===== config.mk =====
export PLATFORM = sky130hd
export DESIGN_NAME = if_fetch_stage
export DESIGN_NICKNAME = d
export VERILOG_FILES = /design/src/rtl/if_fetch_stage.sv
export SDC_FILE = /design/constraint.sdc
export NUM_CORES = 1
export LEC_CHECK = 0
export CORE_ASPECT_RATIO = 0.75
export CORE_MARGIN = 2
export CORE_UTILIZATION = 42
export CTS_CLUSTER_DIAMETER = 60
export DETAILED_ROUTE_END_ITERATION = 12
export PLACE_DENSITY = 0.65
export RECOVER_POWER = 25
export SKIP_LAST_GASP = 1
export SLEW_MARGIN = 20
export SYNTH_ARGS = -nofsm -noshare
export SYNTH_HDL_FRONTEND = slang
export SYNTH_SLANG_ARGS = --single-unit

===== constraint.sdc =====
create_clock -name clk_i -period 3 [get_ports clk_i]
set_input_delay 0.6 -clock clk_i [delete_from_list [all_inputs] [get_ports clk_i]]
set_output_delay 0.6 -clock clk_i [all_outputs]
set_load 0.05 [all_outputs]

===== src/rtl/if_fetch_stage.sv =====
`default_nettype none
// ============================================================================
// Module   : if_fetch_stage
// Purpose  : Instruction-fetch stage. Owns the PC, drives the instruction-
//            memory request interface and the IF/ID pipeline register.
//            Applies the hazard-unit stall controls and the ID-stage branch
//            redirect, absorbs imem wait states, and parks a fetched word
//            while IF/ID is frozen.
// Ports    : clk_i, rst_n (async, active-low)
//            PC_Write, IF_ID_write      - hazard-unit stall controls
//            Branch_taken, Branch_target- ID-stage redirect
//            imem_req/addr/ready/rdata  - instruction-memory handshake
//            IF_ID_pc/pc_plus4/instr/valid - IF/ID pipeline register
//            fetch_stall                - bubble caused by memory or redirect
// Revision : 1.0 - initial release
// ============================================================================
module if_fetch_stage #(
    parameter logic [31:0] RESET_PC = 32'h0000_0000
) (
    input  logic        clk_i,
    input  logic        rst_n,
    input  logic        PC_Write,
    input  logic        IF_ID_write,
    input  logic        Branch_taken,
    input  logic [31:0] Branch_target,
    output logic        imem_req,
    output logic [31:0] imem_addr,
    input  logic        imem_ready,
    input  logic [31:0] imem_rdata,
    output logic [31:0] IF_ID_pc,
    output logic [31:0] IF_ID_pc_plus4,
    output logic [31:0] IF_ID_instr,
    output logic        IF_ID_valid,
    output logic        fetch_stall
);

    typedef enum logic [1:0] {
        S_IDLE  = 2'd0,
        S_FETCH = 2'd1,
        S_HOLD  = 2'd2,
        S_DRAIN = 2'd3
    } state_t;

    localparam logic [31:0] c_pc_inc    = 32'd4;
    localparam logic [31:0] c_word_mask = 32'hFFFF_FFFC;

    state_t      r_state;
    state_t      w_state_nxt;
    logic [31:0] r_pc;
    logic [31:0] w_pc_nxt;
    logic [31:0] r_pending_pc;
    logic [31:0] w_pending_nxt;
    logic [31:0] r_hold_instr;
    logic [31:0] w_hold_nxt;
    logic [31:0] r_if_id_pc;
    logic [31:0] r_if_id_pc_plus4;
    logic [31:0] r_if_id_instr;
    logic        r_if_id_valid;

    logic        w_load;        // load IF/ID with w_word
    logic        w_bubble;      // insert a bubble into IF/ID
    logic [31:0] w_word;
    logic [31:0] w_pc_plus4;
    logic [31:0] w_target;
    logic        w_req;
    logic        w_stall;

    assign w_pc_plus4 = r_pc + c_pc_inc;        // wraps modulo 2^32
    assign w_target   = Branch_target & c_word_mask;

    always_comb begin
        w_state_nxt   = r_state;
        w_pc_nxt      = r_pc;
        w_pending_nxt = r_pending_pc;
        w_hold_nxt    = r_hold_instr;
        w_load        = 1'b0;
        w_bubble      = 1'b0;
        w_word        = imem_rdata;
        w_req         = 1'b0;
        w_stall       = 1'b0;

        unique case (r_state)
            S_IDLE: begin
                w_state_nxt = S_FETCH;
                if (Branch_taken) begin
                    w_pc_nxt = w_target;
                    w_bubble = 1'b1;
                    w_stall  = 1'b1;
                end
            end

            S_FETCH: begin
                w_req = 1'b1;
                if (Branch_taken) begin
                    w_bubble = 1'b1;
                    w_stall  = 1'b1;
                    if (imem_ready) begin
                        w_pc_nxt = w_target;
                    end else begin
                        // The access to the old PC must finish before the
                        // address can move, so park the target.
                        w_pending_nxt = w_target;
                        w_state_nxt   = S_DRAIN;
                    end
                end else if (imem_ready) begin
                    if (IF_ID_write) begin
                        w_load = 1'b1;
                        if (PC_Write) begin
                            w_pc_nxt = w_pc_plus4;
                        end
                    end else begin
                        // Word arrived while IF/ID is frozen: keep it so the
                        // same address is never fetched twice.
                        w_hold_nxt  = imem_rdata;
                        w_state_nxt = S_HOLD;
                    end
                end else begin
                    w_stall  = 1'b1;
                    w_bubble = IF_ID_write;
                end
            end

            S_HOLD: begin
                w_word = r_hold_instr;
                if (Branch_taken) begin
                    w_bubble    = 1'b1;
                    w_stall     = 1'b1;
                    w_pc_nxt    = w_target;
                    w_state_nxt = S_FETCH;
                end else if (IF_ID_write) begin
                    w_load      = 1'b1;
                    w_state_nxt = S_FETCH;
                    if (PC_Write) begin
                        w_pc_nxt = w_pc_plus4;
                    end
                end
            end

            S_DRAIN: begin
                w_req   = 1'b1;
                w_stall = 1'b1;
                w_bubble = Branch_taken | IF_ID_write;
                if (Branch_taken) begin
                    w_pending_nxt = w_target;
                end
                if (imem_ready) begin
                    // A redirect arriving on the completion cycle is the
                    // latest one and wins over the parked target.
                    w_pc_nxt    = Branch_taken ? w_target : r_pending_pc;
                    w_state_nxt = S_FETCH;
                end
            end

            default: begin
                w_state_nxt = S_IDLE;
            end
        endcase
    end

    always_ff @(posedge clk_i or negedge rst_n) begin
        if (!rst_n) begin
            r_state          <= S_IDLE;
            r_pc             <= RESET_PC & c_word_mask;
            r_pending_pc     <= 32'd0;
            r_hold_instr     <= 32'd0;
            r_if_id_pc       <= 32'd0;
            r_if_id_pc_plus4 <= 32'd0;
            r_if_id_instr    <= 32'd0;
            r_if_id_valid    <= 1'b0;
        end else begin
            r_state      <= w_state_nxt;
            r_pc         <= w_pc_nxt;
            r_pending_pc <= w_pending_nxt;
            r_hold_instr <= w_hold_nxt;
            if (w_load) begin
                r_if_id_pc       <= r_pc;
                r_if_id_pc_plus4 <= w_pc_plus4;
                r_if_id_instr    <= w_word;
                r_if_id_valid    <= 1'b1;
            end else if (w_bubble) begin
                r_if_id_instr <= 32'd0;
                r_if_id_valid <= 1'b0;
            end
        end
    end

    assign imem_req       = w_req;
    assign imem_addr      = r_pc;
    assign fetch_stall    = w_stall;
    assign IF_ID_pc       = r_if_id_pc;
    assign IF_ID_pc_plus4 = r_if_id_pc_plus4;
    assign IF_ID_instr    = r_if_id_instr;
    assign IF_ID_valid    = r_if_id_valid;

endmodule
`default_nettype wire


# After elaboration in Yosys (flattened, before gate mapping)
# Index checks and enable logic that the tools add are counted.
dict set report word_totals {
  input_bits 70
  ff_bits 195
  wordCells 72
}
dict set report op_classes {
  mux 39
  reduce_logical 9
  bitwise 3
  n_eq_ne 12
  addsub 1
}
# cell count
set ops {}
lappend ops {{two-way mux 32 bit} 14}
lappend ops {{case mux 32 bit (4 select lines)} 1}
lappend ops {{case mux 32 bit (2 select lines)} 1}
lappend ops {{adder 32 x 3 -> 32 bit (second input constant)} 1}
lappend ops {{two-way mux 2 bit} 7}
lappend ops {{two-way mux 1 bit} 12}
lappend ops {{inequality test 3 bit (second input constant)} 4}
lappend ops {{inequality test 2 bit (second input constant)} 5}
lappend ops {{case mux 2 bit (4 select lines)} 1}
lappend ops {{case mux 1 bit (3 select lines)} 2}
lappend ops {{AND reduction 3 bit} 2}
lappend ops {{AND reduction 5 bit} 1}
lappend ops {{== test 2 bit (second input constant)} 2}
lappend ops {{AND reduction 4 bit} 1}
lappend ops {{nonzero test 2 bit} 2}
lappend ops {{OR reduction 2 bit} 2}
lappend ops {{== test 2 x 1 -> 1 bit (second input constant)} 1}
lappend ops {{logical NOT 2 bit} 1}
lappend ops {{inverter 1 bit} 2}
lappend ops {{case mux 1 bit (2 select lines)} 1}
lappend ops {{OR 1 bit} 1}

# Depth between registers and ports, before layout
dict set report logic_depth {
  word_depth 6
  mapped_depth 10
  ltp_nobuf 7
}

# Worst setup path after synthesis
# OpenSTA, ideal clock, no wires.
dict set report synth_path {
  kind {reg2reg}
  from {register r_pc[2] (netlist: imem_addr[2])}
  to {register r_pc[18] (netlist: imem_addr[18])}
  t_arrival_ps 2264
  setup_time_ps 122
  path_stages_with_launch 8
  path_slack_ps 615
  n_path_buf 1
  synth_period_minus_slack_ps 2385
  required_ps 2878
  path_cell_list {dfrtp_1 -> ha_1 -> nand3_1 -> or2_0 -> buf_2 -> nor4_2 -> o21ai_0 -> a32o_1}
}
dict set report synth_via {
  elab_chain_len 6
  elab_cells_between_ends 7
  classes_between {add/sub: 1; mux: 6}
}
# element line
set synth_rtl {}
lappend synth_rtl {{from (decl)} 49} ;# logic [31:0] r_pc;
lappend synth_rtl {{from (signal assigned)} 163} ;# r_pc <= RESET_PC & c_word_mask;
lappend synth_rtl {{from (signal assigned)} 172} ;# r_pc <= w_pc_nxt;
lappend synth_rtl {{adder 32 x 3 -> 32 bit *} 68} ;# assign w_pc_plus4 = r_pc + c_pc_inc;
lappend synth_rtl {{two-way mux 32 bit *} {108, 133}}
lappend synth_rtl {{two-way mux 32 bit *} 130} ;# end else if (IF_ID_write) begin
lappend synth_rtl {{two-way mux 32 bit} 105} ;# end else if (imem_ready) begin
lappend synth_rtl {{two-way mux 32 bit} 94} ;# if (Branch_taken) begin
lappend synth_rtl {{case mux 32 bit (4 select lines) *} 82} ;# unique case (r_state)
# Every way passes the cells marked *; elsewhere a longest branch is shown, timed or not. The select of a mux whose other input is x is not followed.
# A chain may end at the register's enable or synchronous reset.

# Worst setup path in the final report
dict set report layout_path {
  from {register r_state[1]}
  to {output port fetch_stall}
}
dict set report layout_via {
  elab_chain_len 3
  elab_cells_between_ends 6
  classes_between {eq/ne: 3; mux: 1; reduce/logical: 2}
}
# element line
set layout_rtl {}
lappend layout_rtl {{from (decl)} 47} ;# state_t r_state;
lappend layout_rtl {{from (signal assigned)} 171} ;# r_state <= w_state_nxt;
lappend layout_rtl {{== test 2 bit / logical NOT 2 bit (equally long branches)} 82}
lappend layout_rtl {{OR reduction 2 bit (no line)} -}
lappend layout_rtl {{case mux 1 bit (3 select lines) *} 82}
lappend layout_rtl {{to (decl)} 34} ;# output logic fetch_stall
# Every way passes the cells marked *; elsewhere a longest branch is shown, timed or not.

==> run_results.csv <==
group,metric,value,unit
die,die_w,174,um
detailed_routing,final_antenna_net_count,0,
die,die_h,131,um
placement,post_dp_cell_area,0.0115,mm^2
timing,fin_crit,2650,ps
clock_tree,post-cts-setup-buffers,0,
clock_tree,clkLatencyLatePin,430,ps
global_routing,grt-busiest-layer,"met1",
detailed_routing,vias_per_cell,5.44,
clock_tree,cts_tree,"done",
outcome,status,"completed",
die,initial_core_util,42.8,%
setup_path,cp_data_arrival_time,2050,ps
die,pin_count,201,
global_routing,grt_max_degree,56,
final_layout,post-route-cell-area,0.0121,mm^2
detailed_routing,wl_per_cell,18.2,um
logic_synthesis,yosysTopAreaCellShare,53.3,%
hold_path,hold_class,"flip-flop to flip-flop",
timing,final_hold_viol_count,0,
global_routing,grt_pass1_vias,6839,
logic_synthesis,ys_top_cells_by_area,"dfrtp_1 (53%), mux2_2 (12%), o21ai_0 (3.8%)",
detailed_routing,dr.pass1.iters,5,
setup_path,end_kind,"output pin",
logic_synthesis,syn_area,0.00906,mm^2
logic_synthesis,syn_inst,801,
timing,fmax,0.377,GHz
logic_synthesis,synth-edff-count,0,
logic_synthesis,async_flop_share,100,%
power,peakVddDrop,0.831,mV
detailed_routing,routed_wl,23500,um
timing,slew-limit-headroom,2.98,%
power,p_int,7.81,mW
die,rows,46,
final_layout,synthToLayoutAreaGrowth,34.0,%
timing,rsz0062_at_grt,"false",
global_routing,grt_first_pass_wirelength,38400,um
logic_synthesis,synth_nets,876,
logic_synthesis,ys_ff_latch,193,
power,p_clk_share,18.1,%
power,swShare,43.8,%
timing,tightestPinTransition,1460,ps
clock_tree,path_clk_slew,70,ps
global_routing,use_met1,31.5,%
timing,fin_skew,12.2,ps
setup_path,cp-start-kind,"flip-flop",
logic_synthesis,yosys.area.top_type,"dfrtp_1",
global_routing,antenna_found_initial,2,
global_routing,grtUsageTotal,21.0,%
timing,final_max_slew_viol_count,0,
clock_tree,cts_buffer_depth,2,
detailed_routing,routed-via-count,7014,
power,p_seq_share,32.3,%
global_routing,gr-total-overflow,0,
clock_tree,cts_max_level,4,
logic_synthesis,synth.lib_cells_used.distinct,61,
logic_synthesis,synth_most_common_cell,"dfrtp_1",
global_routing,met3_usage,5.47,%
logic_synthesis,avgSynthCellArea,11.3,um^2
final_layout,nNetsFinal,1064,
clock_tree,numCtsBuffers,17,
timing,holdWs,482,ps
timing,fin_setup_tns,0,ps
placement,hpwl,16400,um
timing,setup_viol,0,
timing,min_period_over_period,88.4,%
power,powerDensity,1140,mW/mm^2
clock_tree,cts-root-buf,"clkbuf_16",
detailed_routing,drc,0,
timing,fin_ws,349,ps
setup_path,path_class,"flip-flop to output pin",
placement,portBuffers,198,
setup_path,cp.required,2400,ps
global_routing,grt_use_met2,30.5,%
power,leakage,4.98,nW
logic_synthesis,seq_area_frac_synth,53.3,%
logic_synthesis,ys_warn_count,0,
die,core-area,0.0212,mm^2
placement,pre_cts_ws,289,ps
detailed_routing,drt_iter0_markers,575,
clock_tree,cts_num_sinks,193,
setup_path,crit_fanout,7,
logic_synthesis,yosys-top-cells-count,"dfrtp_1 (193), mux2_2 (96), nand2_1 (89)",
power,p_comb_share,49.7,%
final_layout,drive_gt1_share,18.4,%
placement,gp_congestion,0.813,
power,p_switching,6.08,mW
die,dieArea,0.0228,mm^2
logic_synthesis,synthFlopType,"dfrtp_1",
job,cap_violations,0,
layer usage:
metal,wire (um),share of wire (%)
met4,240,1.0
met3,1670,7.1
met2,10100,43
met1,11400,49
met5,12,0.051
cells in the final DEF, fill, tap and decap left out, types with 7 or more instances in the layout:
cell type and n:
a222oi_1 15, a22oi_1 8, buf_12 9, buf_4 25, clkbuf_16 17, clkdlybuf4s50_1 195, dfrtp_1 193, inv_1 8
mux2_2 96, mux2i_1 33, nand2_1 89, nand3_1 7, nand4_1 8, nor2_1 43, nor2b_1 7, o21ai_0 68
o22ai_1 33, o2bb2ai_1 8, xnor2_1 20, xor2_1 8
registers in the layout (all words and copies together), names as in the netlist:
| signal | flops |
|---|---|
| IF_ID_instr | 32 |
| IF_ID_pc | 32 |
| imem_addr | 32 |
| r_hold_instr | 32 |
| r_pending_pc | 32 |
| IF_ID_pc_plus4 | 30 |
| r_state | 2 |
| IF_ID_valid | 1 |
layout make-up:
| type | count | area (um^2) |
|---|---|---|
| diodes | 1 | 2.50 |
| clock buffers | 20 | 437 |
| clock inverters | 11 | 199 |
| fillers | 1848 | 9040 |
| inverters | 9 | 33.8 |
| multi-input cells | 537 | 3940 |
| flip-flops and latches | 193 | 4830 |
| well taps | 288 | 360 |
| repair buffers | 231 | 2340 |
kinds of logic after synthesis:
group / Yosys count / synth area share, %
flip-flops: 193 / 53.3
multiplexers: 129 / 15.6
XOR/XNOR: 28 / 2.71
AO/OA/AOI/OAI: 184 / 13.6
AND/OR/NAND/NOR: 191 / 10.8
adder cells (fa/ha/maj): 5 / 0.691
buffers and inverters: 71 / 3.38
worst paths after layout:
kind,from,end,slack (ps),depth (start not counted)
max in group asynchronous,rst_n,imem_addr[11]$_DFFE_PN0P_,1300,2
max,r_state[1]$_DFFE_PN0P_,fetch_stall,350,6
min,IF_ID_pc_plus4[30]$_DFFE_PN0P_,IF_ID_pc_plus4[30]$_DFFE_PN0P_,480,2
min reg2reg,IF_ID_pc_plus4[30]$_DFFE_PN0P_,IF_ID_pc_plus4[30]$_DFFE_PN0P_,480,2
max reg2reg,r_state[0]$_DFFE_PN0P_,imem_addr[7]$_DFFE_PN0P_,570,7
min in group asynchronous,rst_n,IF_ID_pc[0]$_DFFE_PN0P_,510,1
metrics by stage:
step | instances | total power [mW] | util [%]
after global routing | 1290 | 14.7 | 57.3
final | 1290 | 13.9 | 57.3
after CTS | 1289 | 14.0 | 57.3
after global placement | 1258 | 11.3 | 54.3
after floorplan | 801 | 9.04 | -
after detailed placement | 1258 | 11.4 | 54.3
worst max-delay path, cell delays in order (launching register included):
cell	delay, ps
dfrtp_1	420
inv_1	130
ha_1	280
and2_0	300
nor2_1	80
o32a_1	240
buf_12	170
power by group through the flow:
| stage | combinational [mW] | sequential, mW | clock, mW |
|---|---|---|---|
| 2_1_floorplan | 2.64 | 6.40 | 0 |
| 3_3_place_gp | 6.83 | 4.49 | 0 |
| 3_5_place_dp | 6.91 | 4.54 | 0 |
| 4_1_cts | 6.93 | 4.49 | 2.56 |
| 5_1_grt | 7.34 | 4.65 | 2.67 |
| 6_report | 6.90 | 4.48 | 2.51 |
repair_timing:
item | 4_1_cts | 5_1_grt
hold endpoints to repair | 0 | 0
hold buffers | 0 | 0
gates resized for setup | 0 | 1
setup endpoints to repair | 0 | 1
Note: power is estimated with default switching activity, not from simulation.
